$ cat src/rtl/rv_mem_arb.sv
// Two-port (instruction fetch / data) arbiter onto a single synchronous memory port.
// Define RV_MEM_ARB_RR_EN to make the IDLE tie-break round-robin instead of fixed data priority.
module rv_mem_arb #(
  parameter int DPWIDTH = 32
) (
  input  logic               clk,
  input  logic               rst,
  input  logic               i_req,
  input  logic [DPWIDTH-1:0] i_addr,
  output logic               i_ack,
  output logic [DPWIDTH-1:0] i_rdata,
  input  logic               d_req,
  input  logic               d_we,
  input  logic [DPWIDTH-1:0] d_addr,
  input  logic [DPWIDTH-1:0] d_wdata,
  output logic               d_ack,
  output logic [DPWIDTH-1:0] d_rdata,
  output logic               mem_en,
  output logic               mem_we,
  output logic [DPWIDTH-1:0] mem_addr,
  output logic [DPWIDTH-1:0] mem_wdata,
  input  logic [DPWIDTH-1:0] mem_rdata,
  output logic               busy
);

  typedef enum logic [1:0] {IDLE, ACC, RESP} state_t;
  typedef enum logic {OWN_I, OWN_D} owner_t;

  state_t             state_q, state_d;
  owner_t             owner_q, owner_d;
  owner_t             tie_sel, grant_sel;
  logic               grant;
  logic               mem_en_d, mem_we_d;
  logic [DPWIDTH-1:0] mem_addr_d, mem_wdata_d;

  // NOTE: every signal gets a default before the case so no path leaves it unassigned (no latches).
  always_comb begin
    state_d     = state_q;
    owner_d     = owner_q;
    mem_en_d    = 1'b0;
    mem_we_d    = mem_we;
    mem_addr_d  = mem_addr;
    mem_wdata_d = mem_wdata;
    grant       = 1'b0;
    grant_sel   = owner_q;
`ifdef RV_MEM_ARB_RR_EN
    // The owner register doubles as "last served": the other port wins a tie.
    tie_sel = (owner_q == OWN_D) ? OWN_I : OWN_D;
`else
    tie_sel = OWN_D;
`endif

    case (state_q)
      IDLE: begin
        if (i_req && d_req) begin
          grant     = 1'b1;
          grant_sel = tie_sel;
        end else if (d_req) begin
          grant     = 1'b1;
          grant_sel = OWN_D;
        end else if (i_req) begin
          grant     = 1'b1;
          grant_sel = OWN_I;
        end
      end
      ACC: state_d = RESP;
      RESP: begin
        // Only the non-owner may be handed the memory straight from RESP.
        state_d = IDLE;
        if (owner_q == OWN_I && d_req) begin
          grant     = 1'b1;
          grant_sel = OWN_D;
        end else if (owner_q == OWN_D && i_req) begin
          grant     = 1'b1;
          grant_sel = OWN_I;
        end
      end
      default: state_d = IDLE;
    endcase

    if (grant) begin
      state_d  = ACC;
      owner_d  = grant_sel;
      mem_en_d = 1'b1;
      if (grant_sel == OWN_D) begin
        mem_addr_d  = d_addr;
        mem_wdata_d = d_wdata;
        mem_we_d    = d_we;
      end else begin
        mem_addr_d = i_addr;
        mem_we_d   = 1'b0;
      end
    end
  end

  // NOTE: sequential state uses non-blocking assignments so all registers update together.
  always_ff @(posedge clk or negedge rst) begin
    if (!rst) begin
      state_q   <= IDLE;
      owner_q   <= OWN_D;
      mem_en    <= 1'b0;
      mem_we    <= 1'b0;
      mem_addr  <= '0;
      mem_wdata <= '0;
    end else begin
      state_q   <= state_d;
      owner_q   <= owner_d;
      mem_en    <= mem_en_d;
      mem_we    <= mem_we_d;
      mem_addr  <= mem_addr_d;
      mem_wdata <= mem_wdata_d;
    end
  end

  assign busy    = (state_q != IDLE);
  assign i_ack   = (state_q == RESP) && (owner_q == OWN_I);
  assign d_ack   = (state_q == RESP) && (owner_q == OWN_D);
  assign i_rdata = i_ack ? mem_rdata : '0;
  assign d_rdata = d_ack ? mem_rdata : '0;

endmodule

$ cat config.mk
export PLATFORM = sky130hd
export DESIGN_NAME = rv_mem_arb
export DESIGN_NICKNAME = d
export VERILOG_FILES = /design/src/rtl/rv_mem_arb.sv
export SDC_FILE = /design/constraint.sdc
export NUM_CORES = 1
export LEC_CHECK = 0
export ABC_AREA = 0
export CORE_MARGIN = 5
export CORE_UTILIZATION = 25
export DETAILED_ROUTE_END_ITERATION = 6
export DONT_BUFFER_PORTS = 1
export PLACE_DENSITY = 0.39
export SYNTH_ARGS = -nofsm -noshare
export SYNTH_HDL_FRONTEND = slang
export SYNTH_SLANG_ARGS = --single-unit
$ cat constraint.sdc
create_clock -name clk -period 2.2 [get_ports clk]
set_clock_uncertainty 0.15 [all_clocks]
set_input_delay 0.44 -clock clk [delete_from_list [all_inputs] [get_ports clk]]
set_output_delay 0.44 -clock clk [all_outputs]
set_load 0.05 [all_outputs]
==> impl_metrics.env <==
export IMPL_rows=42
export IMPL_grt_pass1_vias=2477
export IMPL_rsz0062_at_grt="yes"
export IMPL_hold_class="in -> async"
export IMPL_fin_hold_ws_ps=-349
export IMPL_root_buffer="clkbuf_16"
export IMPL_cts_sinks=69
export IMPL_setup_viol=28
export IMPL_layout_nets=494
export IMPL_track_usage_pct=13.0
export IMPL_grt_pass1_wl_microns=15700
export IMPL_post_place_ws_ps=230
export IMPL_hpwlAfterDp_microns=8140
export IMPL_critPathCaptureType="output port"
export IMPL_outcome="finished with violations"
export IMPL_drt_iter0_drc=113
export IMPL_slew_headroom_pct=65.1
export IMPL_ys_ff_latch=69
export IMPL_routed_wirelength_microns=10700
export IMPL_wl_per_cell_microns=19.8
export IMPL_path_clk_slew_ps=60
export IMPL_cts_tree="yes"
export IMPL_synth_avg_cell_area_sq_um=11.2
export IMPL_fp_dieH_microns=126
export IMPL_io_pins=266
export IMPL_p_per_area_nw_per_um2=1860
export IMPL_gp_congestion=0.769
export IMPL_syn_area_sq_um=3340
export IMPL_numCtsBuffers=9
export IMPL_layout_drive_gt1_share_pct=46.0
export IMPL_yosysWarnings=0
export IMPL_period_share_pct=102
export IMPL_peakVddDrop_uv=922
export IMPL_ys_seq_area_share_pct=51.8
export IMPL_max_cap_viol_count=0
export IMPL_start_util_pct=25.3
export IMPL_antennaDiodeCount=0
export IMPL_clockBufferDepth=2
export IMPL_dr_pass1_iters=4
export IMPL_syn_nets=431
export IMPL_cp_start_kind="flop"
export IMPL_io_buffers=0
export IMPL_violations="negative hold slack, negative setup slack"
export IMPL_grt_max_degree=70
export IMPL_crit_type="reg -> out"
export IMPL_core_sq_um=13200
export IMPL_yosysUniqueCellTypes=22
export IMPL_finalHoldViolCount=69
export IMPL_fill_cells=1259
export IMPL_leakagePower_nw=2.30
export IMPL_worst_slew_pin_transition_ps=523
export IMPL_via_per_inst=4.45
export IMPL_path_max_fanout=6
export IMPL_setup_ws_ps=-38.5
export IMPL_drv_slew=0
export IMPL_grt_ovfl_total=0
export IMPL_period_minus_slack_ps=2240
export IMPL_drc=0
export IMPL_design_die_area_sq_um=15800
export IMPL_critPathRequiredTime_ps=1610
export IMPL_syn_inst=298
export IMPL_insertion_delay_ps=320
export IMPL_h_tree_depth=3
export IMPL_die_w_microns=126
export IMPL_area_growth_pct=57.9
export IMPL_antenna_found_initial=0
export IMPL_ant_nets=0
export IMPL_max_clock_freq_mhz=447
export IMPL_critPathArrivalTime_ps=1650
export IMPL_vias=2407
==> final cells by class <==
| cell class | instances | area, sq um | area share [%] |
|---|---|---|---|
| Tap cell | 176 | 220 | 4.18 |
| Inverter | 5 | 18.8 | 0.356 |
| Clock buffer | 10 | 239 | 4.53 |
| Timing Repair Buffer | 71 | 1390 | 26.3 |
| Multi-Input combinational cell | 205 | 1570 | 29.8 |
| Sequential cell | 69 | 1730 | 32.8 |
| Clock inverter | 5 | 108 | 2.04 |
==> worst max-delay path: stages (launching register included) <==
cell,delay [ps]
dfstp_2,540
and3_4,300
buf_12,180
and2_4,160
buf_12,130
==> cell families after synthesis <==
family | synth area share (%)
AND/OR/NAND/NOR | 17.0
flip-flops | 51.8
multiplexers | 20.4
AO/OA/AOI/OAI | 6.33
buffers and inverters | 4.50
==> through the flow <==
step	utilization [%]	power (mW)	cell area (sq um)	cells	setup TNS (ps)
floorplan	-	6.73	3350	298	-96.6
global placement	35.7	7.93	4710	520	0
detailed placement	35.7	7.99	4710	520	0
CTS	39.1	9.83	5160	538	-1650
global route	40.0	10.3	5270	541	-4480
finish	40.0	9.81	5270	541	-550
==> registers in the layout, indices dropped and copies added (netlist names), named ones only <==
signal / flops
mem_we: 1
mem_wdata: 32
mem_en: 1
state_q: 2
mem_addr: 32
==> power by group <==
group | leakage (nW) | switching, mW | total, mW | internal, mW
Sequential | 0.824 | 2.67 | 4.55 | 1.88
Clock | 0.169 | 0.537 | 1.67 | 1.14
Combinational | 1.31 | 1.83 | 3.58 | 1.76
==> cell usage after synthesis (all sizes together) <==
cell,n,area (sq um)
and3,1,6.26
nor2,3,11.3
mux2,32,360
a2bb2oi,1,26.3
nor3b,1,7.51
buf,11,100
or2,1,6.26
o21ai,33,165
inv,5,18.8
and2,64,400
a21bo,1,10.0
dfstp,1,26.3
clkbuf,8,31.3
nand2,33,124
dfrtp,68,1700
a221o,1,10.0
mux2i,32,320
nand2b,2,12.5
==> placed cells by master, fill, tap and decap left out, types with 2 or more instances in the layout <==
master     count
o21ai_1       23
nor2_1         2
and2_4        33
buf_4          4
and2_2         8
bufinv_16      3
dfrtp_1       67
nand2_1       33
nand2b_1       2
clkbuf_16     12
o21ai_0       10
mux2i_1       32
buf_12        62
mux2_2        32
and2_1        23
inv_1          5
==> timing repair <==
item                                    in CTS  in global routing
resized for setup                           23                 16
endpoints found under the hold margin       69                 69
cloned                                       1                  3
endpoints found under the setup margin      64                 63
pin swaps                                   16                  8
buffers inserted                             2                  0
==> worst paths after layout <==
check,depth (start not counted),start,slack (ps),end
max,4,flop,-40,d_rdata[22]
min,0,rst,-350,mem_addr[21]$_DFFE_PN0P_
max reg2reg,7,flop,180,mem_addr[3]$_DFFE_PN0P_
min reg2reg,1,state_q[1]$_DFFE_PN0P_,340,state_q[1]$_DFFE_PN0P_
max in group asynchronous,0,rst,2050,asynchronous set/reset pin
min in group clk,2,d_we,110,mem_we$_DFFE_PN0P_
==> per-layer routing <==
layer  GRT usage (%)  vias to the layer above  share of wire (%)
met3            6.61                       11                 12
met4            5.42                        0                1.7
met2            22.4                      160                 52
met1            13.4                     1122                 34
met5               0                        -                  0
li1                -                     1114                  -
Power figures use the tool's default switching activity.
